<file path="src/rtl/lane_mux_scheduler.sv">
// Merges four byte lanes onto one 8-bit clk_4f stream: SYNC preamble after enable, then round-robin
// grants (fixed TDM slots when LANE_MUX_TDM_SLOT_EN is defined), IDLE fill when no lane is granted.
module lane_mux_scheduler #(
  parameter int unsigned NLANES    = 4,
  parameter int unsigned SYNC_LEN  = 4,
  parameter logic [7:0]  COM_CHAR  = 8'hBC,
  parameter logic [7:0]  IDLE_CHAR = 8'h7C
) (
  input  logic                  clk_4f,
  input  logic                  reset,
  input  logic                  enable,
  input  logic [8*NLANES-1:0]   data_in,
  input  logic [NLANES-1:0]     valid_in,
  output logic [NLANES-1:0]     ready_out,
  output logic [7:0]            data_out,
  output logic                  valid_out,
  output logic [1:0]            lane_id,
  output logic [1:0]            state_out
);

  localparam logic [3:0] SYNC_LAST = 4'(SYNC_LEN - 1);

  typedef enum logic [1:0] {
    IDLE   = 2'b00,
    SYNC   = 2'b01,
    ACTIVE = 2'b10
  } state_t;

  state_t              state, state_nxt;
  logic [3:0]          sync_cnt, sync_cnt_nxt;
  logic [NLANES-1:0]   grant;
  logic [1:0]          gnt_idx;
  logic                gnt_vld;
  logic [7:0]          data_nxt;
  logic                valid_nxt;
  logic [1:0]          lane_nxt;
`ifdef LANE_MUX_TDM_SLOT_EN
  logic [1:0]          slot, slot_nxt;
`else
  logic [1:0]          ptr, ptr_nxt;
  logic [1:0]          cand;
`endif

  // Next-state, arbitration and output-register next values
  always_comb begin
    state_nxt    = state;
    sync_cnt_nxt = sync_cnt;
    grant        = '0;
    gnt_idx      = '0;
    gnt_vld      = 1'b0;
    data_nxt     = IDLE_CHAR;
    valid_nxt    = 1'b0;
    lane_nxt     = lane_id;
`ifdef LANE_MUX_TDM_SLOT_EN
    slot_nxt     = slot;
`else
    ptr_nxt      = ptr;
    cand         = '0;
`endif
    case (state)
      IDLE: begin
        lane_nxt = '0;
        if (enable) begin
          state_nxt    = SYNC;
          sync_cnt_nxt = '0;
        end
      end
      SYNC: begin
        lane_nxt = '0;
        if (!enable) begin
          state_nxt = IDLE;
        end else begin
          data_nxt     = COM_CHAR;
          valid_nxt    = 1'b1;
          sync_cnt_nxt = sync_cnt + 4'd1;
          if (sync_cnt == SYNC_LAST) begin
            state_nxt = ACTIVE;
`ifdef LANE_MUX_TDM_SLOT_EN
            slot_nxt  = '0;
`endif
          end
        end
      end
      ACTIVE: begin
        if (!enable) begin
          state_nxt = IDLE;
        end else begin
`ifdef LANE_MUX_TDM_SLOT_EN
          gnt_idx  = slot;
          gnt_vld  = valid_in[slot];
          slot_nxt = slot + 2'd1;
`else
          // First valid lane at or after ptr wins
          for (int unsigned i = 0; i < NLANES; i++) begin
            cand = ptr + 2'(i);
            if (!gnt_vld && valid_in[cand]) begin
              gnt_vld = 1'b1;
              gnt_idx = cand;
            end
          end
          if (gnt_vld) ptr_nxt = gnt_idx + 2'd1;
`endif
          if (gnt_vld) begin
            grant[gnt_idx] = 1'b1;
            data_nxt       = data_in[{gnt_idx, 3'b000} +: 8];
            valid_nxt      = 1'b1;
            lane_nxt       = gnt_idx;
          end
        end
      end
      default: state_nxt = IDLE;
    endcase
  end

  assign ready_out = reset ? '0 : grant;
  assign state_out = state;

  always_ff @(posedge clk_4f) begin
    if (reset) begin
      state     <= IDLE;
      sync_cnt  <= '0;
      data_out  <= IDLE_CHAR;
      valid_out <= 1'b0;
      lane_id   <= '0;
`ifdef LANE_MUX_TDM_SLOT_EN
      slot      <= '0;
`else
      ptr       <= '0;
`endif
    end else begin
      state     <= state_nxt;
      sync_cnt  <= sync_cnt_nxt;
      data_out  <= data_nxt;
      valid_out <= valid_nxt;
      lane_id   <= lane_nxt;
`ifdef LANE_MUX_TDM_SLOT_EN
      slot      <= slot_nxt;
`else
      ptr       <= ptr_nxt;
`endif
    end
  end

endmodule

</file>
<file path="config.mk">
export PLATFORM = sky130hd
export DESIGN_NAME = lane_mux_scheduler
export DESIGN_NICKNAME = d
export VERILOG_FILES = /design/src/rtl/lane_mux_scheduler.sv
export SDC_FILE = /design/constraint.sdc
export NUM_CORES = 1
export LEC_CHECK = 0
export BUFFER_PORTS_ARGS = -buffer_cell sky130_fd_sc_hd__buf_2
export CORE_AREA = 10 10 70 72
export DETAILED_ROUTE_END_ITERATION = 12
export DIE_AREA = 0 0 80 82
export SYNTH_ARGS = -nofsm -noshare
export SYNTH_HDL_FRONTEND = slang
export SYNTH_SLANG_ARGS = --single-unit
</file>
<file path="constraint.sdc">
create_clock -name clk_4f -period 6.1 [get_ports clk_4f]
set_input_delay 1.83 -clock clk_4f [delete_from_list [all_inputs] [get_ports clk_4f]]
set_output_delay 1.83 -clock clk_4f [all_outputs]
set_load 0.05 [all_outputs]
</file>
Yosys cells after proc, flatten, opt, wreduce, memory -nomap -nowiden
Index checks and enable logic that the tools add are counted.
W data, S select, Z words.

word-level totals
  output and inout bits = 17
  memory bits (read-only) = 0
  word-level logic and storage cells = 93
  bits in registers = 19
  memories kept = 0
  bits in writable memories = 0
  bits in latches = 0

cells by class
  equality and inequality tests = 9
  reductions and logical operators = 15
  mux-type cells = 51
  bitwise gates (word level) = 0
  $lt $le $gt $ge = 6
  div/mod/pow operators = 0
  shift operators = 1
  add/subtract/negate cells = 5
  multiply operators = 0

operator list
  kind                   number
  $shiftx A32 B6 Y8      1
  $mux W2                12
  $mux W4                6
  $mux W8                3
  $mux W1                20
  $pmux W8 S2            1
  $lt A2 B3 Y1 const B   5
  $reduce_and A3 Y1      4
  $ne A2 B2 Y1 const B   5
  $bmux W1 S2            4
  $pmux W4 S2            1
  $pmux W2 S3            1
  $add A2 B1 Y2 const B  2
  $add A2 B2 Y2 const B  2
  $add A4 B1 Y4 const B  1
  $eq A4 B2 Y1 const B   1
  $logic_and A1 B1 Y1    4
  $pmux W2 S2            1
  $reduce_bool A2 Y1     2
  $logic_not A1 Y1       3
  $ne A3 B3 Y1 const B   1
  $demux W1 S2           1
  $eq A2 B1 Y1 const B   1
  $eq A2 B2 Y1 const B   1
  4 further kinds        4

Logic depth before layout (Yosys ltp)
Gate-level depths: netlist (run 1).

  depth in word-level cells = 28
  gate-level depth with buffers = 7
  gate-level depth less buffers = 7

Worst setup path before layout (run 1)
OpenSTA, ideal clock, no wires.

  path kind = in2out
  start point = input port valid_in[1]
  end point = output port ready_out[2]
  data arrival time = 3.129 ns
  setup slack = 1.141 ns
  required time = 4.270 ns
  cell stages on the path = 7
  cell sequence = or3b_1 o21ai_2 nor2_4 inv_4 buf_8 ha_1 and2_1

between the ends
  word-level cells in the longest chain between the ends = 28
  elaborated cells between the ends (all ways) = 41
  classes of those cells = order compare: 2; mux: 32; reduce/logical: 7

RTL lines
  what                                                                       RTL line  RTL
  from (decl)                                                                13        input logic [NLANES-1:0] valid_in,
  $bmux W1 S2                                                                96        if (!gnt_vld && valid_in[cand]) begin
  $mux W1 (implied by the code)                                              96
  $mux W1                                                                    96
  $mux W1                                                                    85        if (!enable) begin
  $mux W1                                                                    60        case (state)
  $logic_not A1 Y1                                                           96
  $logic_and A1 B1 Y1                                                        96
  $mux W1                                                                    96
  (+12 left out)                                                             n/a
  $lt A2 B3 Y1 (implied by the code) / $ge A2 B1 Y1 (equally long branches)  104       grant[gnt_idx] = 1'b1;
  $logic_and A1 B1 Y1 (implied by the code)                                  104
  $mux W1 (implied by the code)                                              104
  $demux W1 S2                                                               104
  $mux W4 (*)                                                                103       if (gnt_vld) begin
  $mux W4 (*)                                                                85
  $mux W4 (*)                                                                60
  $mux W4 (*)                                                                115       assign ready_out = reset ? '0 : grant;
  to (decl)                                                                  14        output logic [NLANES-1:0] ready_out,

Mark *: on every way between the ends. The rest lies on a longest branch, timed or not. The select of a mux whose other input is x is not followed.

Worst setup path in the final report (run 1)
  start point = input port valid_in[1]
  end point = output port ready_out[0]

Same word-level chain as after synthesis.

==> results_dict.tcl, run 1 <==
set metrics [dict create \
    cts_setup_buffers 0 \
    globalplace.congestion 0.779 \
    rows 22 \
    reg2reg_slack_ns 4.29 \
    p_leak_nw 0.761 \
    grt_pass1_vias 1146 \
    drc 0 \
    maxCapViolCount 0 \
    ir_drop_v 0.000101 \
    die-area_um2 6560 \
    die_h_um 82 \
    fin_crit_sh 0.832 \
    hpwl_um 2910 \
    clock_path_buffers 2 \
    status "finished clean" \
    fillerInstances 378 \
    cp-end-kind "primary output" \
    grt_pass1_wl_um 5310 \
    setup_viol 0 \
    power_density_nw_per_um2 191 \
    area_growth_pct 27.0 \
    root_buffer "clkbuf_4" \
    fin_area_um2 1580 \
    yosysSeqAreaShare 0.305 \
    cts_max_level 1 \
    layout_min_cycle_time_ns 5.08 \
    die_w_um 80 \
    r2r-end "data_out[6]" \
    cp_max_fo 14 \
    avgSynthCellArea_um2 8.66 \
    worst_pin_slew_ns 0.329 \
    final_nets 248 \
    design.core.area_um2 3580 \
    skew_ns 0.00501 \
    clk_latency_ns 0.31 \
    ioPinCount 56 \
    syn_area_um2 1250 \
    ant_nets 0 \
    fin_setup_tns_ns 0 \
    vias 1212 \
    place_inst 243 \
    grt_max_degree 15 \
    synth_cells 144 \
    holdBufCountCts 0 \
    synth_top_area_frac 0.305 \
    hold_start "sync_cnt[1]" \
    ys_ff_latch 19 \
    finalMaxSlewViolations 0 \
    hold_viol_final 0 \
    min_path_type "register to register" \
    crit_arrival_ns 3.25 \
    synth_area_leader_cell "dfxtp_1" \
    r2r_start "ptr[1]" \
    drtIter0Drc 46 \
    antenna_found_initial 0 \
    portBuffers 55 \
    n_antenna_cell 0 \
    min_path_cells 2 \
    cts_resized 0 \
    tritoncts "done" \
    fmax_mhz 197 \
    final-instance-count-excl-fill 247 \
    routed_via_density 4.91 \
    holdPathEnd "sync_cnt[1]" \
    final_layout_size_suffix_gt1_frac 0.347 \
    wl_um 3480 \
    initial_core_util 0.349 \
    cp-start-kind "input pin" \
    grt_usage 0.100 \
    max_slew_margin 0.779 \
    clk_pin_slew_ns 0.12 \
    ys_types 37 \
    rsz0062_at_grt "false" \
    power_mw 0.303 \
    yosysWarnings 0 \
    firstDrtPassIters 4 \
    required_ns 4.27 \
    worst_r2r_path_depth 7 \
    cts_buffers 3 \
    clock-sinks 19 \
    netlist_top_cells_area "dfxtp_1 30%, mux2i_1 9.6%, ha_1 9.0%" \
    wl_per_cell_um 14.1 \
    grt_overflow 0 \
    syn_nets 192 \
    placed_area_um2 1560 \
    criticalPathCategory "input pin to primary output" \
]
-- power breakdown --
group          leakage, nW  internal, mW  switching (mW)
Combinational        0.589        0.0353          0.0637
Sequential           0.154         0.131         0.00400
Clock               0.0177        0.0245          0.0446
-- sequential cells by signal (all words and copies together) (netlist names) --
name,flops
data_out,8
sync_cnt,4
lane_id,2
ptr,2
state_out,2
valid_out,1
-- synthesized netlist by cell type --
library cell	number
o21ba_2	1
nor4_1	1
or3b_1	1
o211ai_1	1
inv_4	1
nand2b_1	2
mux2_1	2
nand2_2	1
buf_8	1
nand2_1	11
o21ai_0	6
nand3_1	12
clkbuf_1	3
nor2b_1	6
and2_1	4
o41a_1	1
or3b_2	1
a211oi_4	1
nor3_1	3
nor3b_1	1
a22oi_1	2
a21boi_0	1
nor2_4	2
o211a_1	1
mux2_2	1
o221ai_1	4
o21ai_2	1
a211o_2	1
o21bai_1	1
o2111a_1	2
mux2i_1	12
and3_1	1
nor2_1	11
a21oi_1	11
dfxtp_1	19
inv_1	5
ha_1	9
-- metrics by stage --
stage	hold WS [ns]	setup WS (ns)	utilization
after CTS	0.493	1.01	0.443
after global placement	0.466	1.03	0.435
after detailed placement	0.476	1.01	0.435
final	0.487	1.02	0.443
after global routing	0.521	0.877	0.443
after floorplan	0.449	1.14	-
-- worst max-delay path by stage --
stage / endpoint / cells after the start / slack, ns / from
floorplan: ready_out[2] / 7 / 1.14 / valid_in[1]
global placement: ready_out[0] / 8 / 1.03 / valid_in[1]
detailed placement: ready_out[0] / 8 / 1.01 / valid_in[1]
CTS: ready_out[0] / 8 / 1.01 / valid_in[1]
global route: ready_out[1] / 8 / 0.88 / valid_in[2]
finish: ready_out[0] / 8 / 1.02 / valid_in[1]
-- area by class of cell --
type | count | area [µm²] | share of cell area
Multi-Input combinational cell | 115 | 816 | 0.515
Clock inverter | 1 | 5.00 | 0.00316
Inverter | 6 | 25.0 | 0.0158
Clock buffer | 3 | 22.5 | 0.0142
Timing Repair Buffer | 55 | 275 | 0.174
Sequential cell | 19 | 380 | 0.240
Tap cell | 48 | 60.1 | 0.0379
-- layer usage --
layer | vias up | share of wire | GRT usage
li1 | 628 | - | -
met3 | 4 | 0.061 | 0.0360
met4 | 0 | 0.010 | 0.0264
met5 | - | 0 | 0
met2 | 28 | 0.52 | 0.172
met1 | 552 | 0.41 | 0.116
-- layout by cell type (no fill, tap or decap), types with 2 or more instances in the layout --
cell	instances
nor3_1	3
a22oi_1	2
nor2b_1	6
dfxtp_1	19
o2111a_1	2
nor2_1	11
a21oi_1	11
buf_2	55
o221ai_1	4
mux2i_1	12
ha_1	9
o21ai_0	6
nand3_1	12
inv_1	5
mux2_1	2
clkbuf_4	3
nand2b_1	2
and2_1	4
nand2_1	11
nor2_4	2
-- worst max-delay path: stages --
cell,delay [ns]
buf_2,0.14
or3b_1,0.36
o21ai_2,0.10
nor2_4,0.09
inv_4,0.18
ha_1,0.18
and2_1,0.11
buf_2,0.25
-- logic make-up (layout without fill, tap and decap cells) --
| group | after synthesis | in the layout | share of synthesized area |
|---|---|---|---|
| DFF | 19 | 19 | 0.305 |
| AOI/OAI and AO/OA | 34 | 34 | 0.201 |
| buffers and inverters | 10 | 65 | 0.0411 |
| muxes | 15 | 15 | 0.123 |
| and+or+nand+nor | 57 | 57 | 0.240 |
| adders and majority gates | 9 | 9 | 0.0903 |
Note: power is estimated with default switching activity, not from simulation.
==> inputs of run 2 (changes only) <==
Clock period 6.1 ns to 4.85 ns, I/O delays scaled along.
==> run 2 against run 1 <==
  * Sequential share of layout area about the same
  * Core utilization barely moved
  * Cell count is the same
  * Sequential power grew 26%
  * Routed wire length rose by 1.6%
  * Clock power grew 23%
  * Register-to-register slack lost 1.2 ns
  * Combinational power rose by 26%
  * Highest routed layer unchanged
  * Cell area barely moved
  * Count of clock-buffer cells in the layout is 1 higher
  * Largest power group unchanged
==> results_dict.tcl, run 2 (synthesized netlist as in run 1, its figures left out) <==
set metrics [dict create \
    status "finished clean" \
    cp_num_buf_inv 3 \
    hold_start "sync_cnt[1]" \
    antenna_found_initial 0 \
    root_buffer "clkbuf_4" \
    worst_pin_slew_ns 0.334 \
    cp_slowest_cell "or3b_1" \
    crit_arrival_ns 2.87 \
    cp-start-kind "input pin" \
    hold_viol_final 0 \
    portBuffers 55 \
    vias 1223 \
    fin_crit_sh 0.892 \
    grt_pass1_wl_um 5240 \
    clock_path_buffers 2 \
    cts_setup_buffers 0 \
    wl_per_cell_um 14.3 \
    tritoncts "done" \
    maxCapViolCount 0 \
    required_ns 3.39 \
    worst_r2r_path_depth 7 \
    reg2reg_slack_ns 3.05 \
    hpwl_um 2930 \
    criticalPathCategory "input pin to primary output" \
    grt_max_degree 15 \
    min_path_type "register to register" \
    clock-sinks 19 \
    layout_commonest_cell "buf_2" \
    final_layout_size_suffix_gt1_frac 0.342 \
    largest_reg_flops 8 \
    r2r_start "ptr[1]" \
    grt_pass1_vias 1142 \
    rsz0062_at_grt "false" \
    drtIter0Drc 44 \
    die_w_um 80 \
    cts_max_level 1 \
    max_flop_register "data_out" \
    cp-end-kind "primary output" \
    final_nets 248 \
    wl_um 3540 \
    p_leak_nw 0.758 \
    n_antenna_cell 0 \
    cts_resized 0 \
    layout_min_cycle_time_ns 4.32 \
    initial_core_util 0.349 \
    design.core.area_um2 3580 \
    final-instance-count-excl-fill 247 \
    ioPinCount 56 \
    cp_cell_sequence "buf_2 -> or3b_1 -> o21ai_2 -> nor2_4 -> inv_4 -> ha_1 -> and2_1 -> buf_2" \
    min_path_cells 2 \
    routed_via_density 4.95 \
    layout_common_cells "55 x buf_2, 19 x dfxtp_1, 12 x mux2i_1, 12 x nand3_1" \
    fin_setup_tns_ns 0 \
    drc 0 \
    grt_usage 0.100 \
    cp_max_fo 14 \
    ant_nets 0 \
    max_slew_margin 0.776 \
    setup_slack_ns 0.526 \
    slowest_delay_ns 0.36 \
    finalMaxSlewViolations 0 \
    holdPathEnd "sync_cnt[1]" \
    grt_overflow 0 \
    ir_drop_v 0.000174 \
    skew_ns 0.00611 \
    crit_path_start "valid_in[1]" \
    clk_pin_slew_ns 0.11 \
    fmax_mhz 231 \
    rows 22 \
    die_h_um 82 \
    area_growth_pct 26.9 \
    holdBufCountCts 0 \
    setup_viol 0 \
    power_density_nw_per_um2 240 \
    clk_latency_ns 0.30 \
    cts_buffers 3 \
    crit_family "buffers and inverters" \
    r2r-end "data_out[6]" \
    cp_common_cell "buf_2" \
    place_inst 243 \
    firstDrtPassIters 5 \
    globalplace.congestion 0.779 \
    die-area_um2 6560 \
    pre_cts_slack_ns 0.512 \
    top_regs "data_out (8), sync_cnt (4)" \
]
[run 2: changes by cell type in the layout (fill, tap and decap cells not counted)]
| cell | before | now |
|---|---|---|
| clkbuf_1 | 0 | 1 |
| clkinv_2 | 1 | 0 |
[run 2: final cells by class]
| cell class | instances | area [µm²] |
|---|---|---|
| flip-flops and latches | 19 | 380 |
| well taps | 48 | 60.1 |
| multi-input cells | 115 | 816 |
| inverters | 6 | 25.0 |
| repair buffers | 55 | 275 |
| clock buffers | 4 | 26.3 |
| fillers | 363 | 2000 |
[run 2: layer usage]
| layer | global-route usage | up-vias | wire, µm |
|---|---|---|---|
| li1 | - | 637 | - |
| met4 | 0.0352 | 0 | 64 |
| met1 | 0.112 | 551 | 1440 |
| met2 | 0.167 | 27 | 1820 |
| met5 | 0 | - | 0 |
| met3 | 0.0426 | 8 | 212 |
[run 2: power breakdown]
group / switching (mW) / internal (mW)
registers: 0.00504 / 0.165
clock network: 0.0532 / 0.0321
logic: 0.0802 / 0.0444
total: 0.138 / 0.241
[run 2: how the worst max path moves through the flow]
stage / end / slack, ns / cells after the start
after global placement: ready_out[0] / 0.53 / 8
after floorplan: ready_out[2] / 0.64 / 7
after CTS: ready_out[0] / 0.51 / 8
after detailed placement: ready_out[0] / 0.51 / 8
final: ready_out[0] / 0.53 / 8
after global routing: ready_out[1] / 0.36 / 8
[run 2: worst register-to-register path, stage by stage, from the launching register on]
cell      delay [ns]
dfxtp_1         0.39
or3b_1          0.40
o21ai_2         0.10
nor2_4          0.09
inv_4           0.18
mux2_2          0.36
nand3_1         0.09
o211ai_1        0.08
[run 2: metrics by stage]
step / util / cell area [µm²] / hold WS, ns / total power, mW
floorplan: - / 1250 / 0.449 / 0.262
global placement: 0.435 / 1560 / 0.466 / 0.298
detailed placement: 0.435 / 1560 / 0.476 / 0.299
CTS: 0.442 / 1580 / 0.493 / 0.384
global route: 0.442 / 1580 / 0.521 / 0.403
finish: 0.442 / 1580 / 0.485 / 0.380
==> inputs of run 3 (changes only) <==
Settings changed: CELL_PAD_IN_SITES_DETAIL_PLACEMENT set to 0, CELL_PAD_IN_SITES_GLOBAL_PLACEMENT set to 1, CORE_AREA 10 10 70 72 to 10 10 73 75, DIE_AREA 0 0 80 82 to 0 0 83 85, PLACE_DENSITY_LB_ADDON set to 0.1.
==> run 3 against run 2 <==
  * Register-to-register slack barely moved
  * Combinational power barely moved
  * Largest cell class unchanged
  * Count of clock-buffer cells in the layout fell by 1
  * Non-clock buffer count did not move
  * Clock skew fell by 0.0022 ns
  * Largest power group unchanged
  * Hold slack got worse by 0.0028 ns
==> results_dict.tcl, run 3 (synthesized netlist as in run 1, its figures left out) <==
set metrics [dict create \
    status "finished clean" \
    seqPwrFrac 0.415 \
    layout_min_cycle_time_ns 4.34 \
    wl_um 3640 \
    criticalPathCategory "input pin to primary output" \
    setup_slack_ns 0.507 \
    cts_max_level 1 \
    slowest_delay_ns 0.37 \
    worst_pin_slew_ns 0.346 \
    layout_common_cells "55 x buf_2, 19 x dfxtp_1, 12 x mux2i_1, 12 x nand3_1" \
    clk_pin_slew_ns 0.08 \
    initial_core_util 0.319 \
    fmax_mhz 230 \
    final_layout_size_suffix_gt1_frac 0.347 \
    clock-sinks 19 \
    area_growth_pct 28.7 \
    p_sw_frac 0.350 \
    fin_crit_sh 0.895 \
    power_density_nw_per_um2 255 \
    cp-start-kind "input pin" \
    fin_setup_tns_ns 0 \
    globalplace.congestion 0.802 \
    min_path_type "register to register" \
    setup_viol 0 \
    hold_slack_ns 0.483 \
    cts_setup_buffers 0 \
    clkPwrFrac 0.278 \
    grt_pass1_vias 1307 \
    design.core.area_um2 3910 \
    drtIter0Drc 43 \
    die_h_um 85 \
    skew_ns 0.00394 \
    power.share.combinational 0.307 \
    grt_usage 0.101 \
    die-area_um2 7060 \
    finalMaxSlewViolations 0 \
    hold_viol_final 0 \
    max_flop_register "data_out" \
    vias 1232 \
    rsz0062_at_grt "false" \
    pre_cts_slack_ns 0.488 \
    root_buffer "clkbuf_8" \
    cts_resized 0 \
    cp-end-kind "primary output" \
    internal_power_mw 0.266 \
    ir_drop_v 0.000116 \
    crit_family "buffers and inverters" \
    wl_per_cell_um 14.6 \
    cts_buffers 3 \
    cp_num_buf_inv 3 \
    die_w_um 83 \
    power_mw 0.410 \
    grt_overflow 0 \
    holdBufCountCts 0 \
    crit_arrival_ns 2.89 \
    cp_cell_sequence "buf_2 -> or3b_1 -> o21ai_2 -> nor2_4 -> inv_4 -> ha_1 -> and2_1 -> buf_2" \
    antenna_found_initial 0 \
    required_ns 3.39 \
    ant_nets 0 \
    tritoncts "done" \
    n_antenna_cell 0 \
    grt_pass1_wl_um 6130 \
    cp_max_fo 14 \
    grt_max_degree 15 \
    cp_common_cell "buf_2" \
    firstDrtPassIters 4 \
    rows 23 \
    largest_reg_flops 8 \
    maxCapViolCount 0 \
    final_nets 248 \
    ioPinCount 56 \
    clock_path_buffers 2 \
    max_slew_margin 0.770 \
    switchingPower_mw 0.143 \
    hpwl_um 3020 \
    p_leak_nw 0.769 \
    routed_via_density 4.95 \
    layout_commonest_cell "buf_2" \
    drc 0 \
    portBuffers 55 \
    clk_latency_ns 0.26 \
    top_regs "data_out (8), sync_cnt (4)" \
    cp_slowest_cell "or3b_1" \
]
[run 3: worst reg2reg max path, stage by stage (launching register included)]
cell	delay, ns
dfxtp_1	0.38
or3b_1	0.41
o21ai_2	0.10
nor2_4	0.10
inv_4	0.19
mux2_2	0.36
nand3_1	0.08
o211ai_1	0.08
[run 3: power by group through the flow]
stage	combinational (mW)	sequential (mW)	clock (mW)
2_1_floorplan	0.0619	0.200	0
3_3_place_gp	0.125	0.173	0
3_5_place_dp	0.127	0.174	0
4_1_cts	0.128	0.170	0.118
5_1_grt	0.140	0.171	0.125
6_report	0.126	0.170	0.114
[run 3: metal layers]
metal	up-vias	share of wire	global-route usage	routed length, µm
met5	-	0	0	0
met4	0	0.011	0.0279	40
met3	5	0.068	0.0306	249
met2	51	0.44	0.161	1600
met1	545	0.48	0.129	1750
li1	631	-	-	-
[run 3: through the flow]
stage                     cells  cell area [µm²]  utilization
after floorplan             144             1250            -
after global placement      245             1560        0.398
after detailed placement    245             1560        0.398
after CTS                   249             1610        0.410
after global routing        249             1610        0.410
final                       249             1610        0.410
[run 3: worst paths after layout]
check	from	endpoint	slack (ns)	cells after the start
max	valid_in[1]	ready_out[0]	0.51	8
min	sync_cnt[1]	sync_cnt[1]	0.48	2
max reg2reg	ptr[1]	data_out[6]	3.05	7
min reg2reg	sync_cnt[1]	sync_cnt[1]	0.48	2
[run 3: layout make-up]
cell class	count	area, µm²
clock buffers	3	41.3
inverters	6	25.0
multi-input cells	115	816
fillers	420	2310
clock inverters	1	5.00
repair buffers	55	275
flip-flops and latches	19	380
well taps	50	62.6
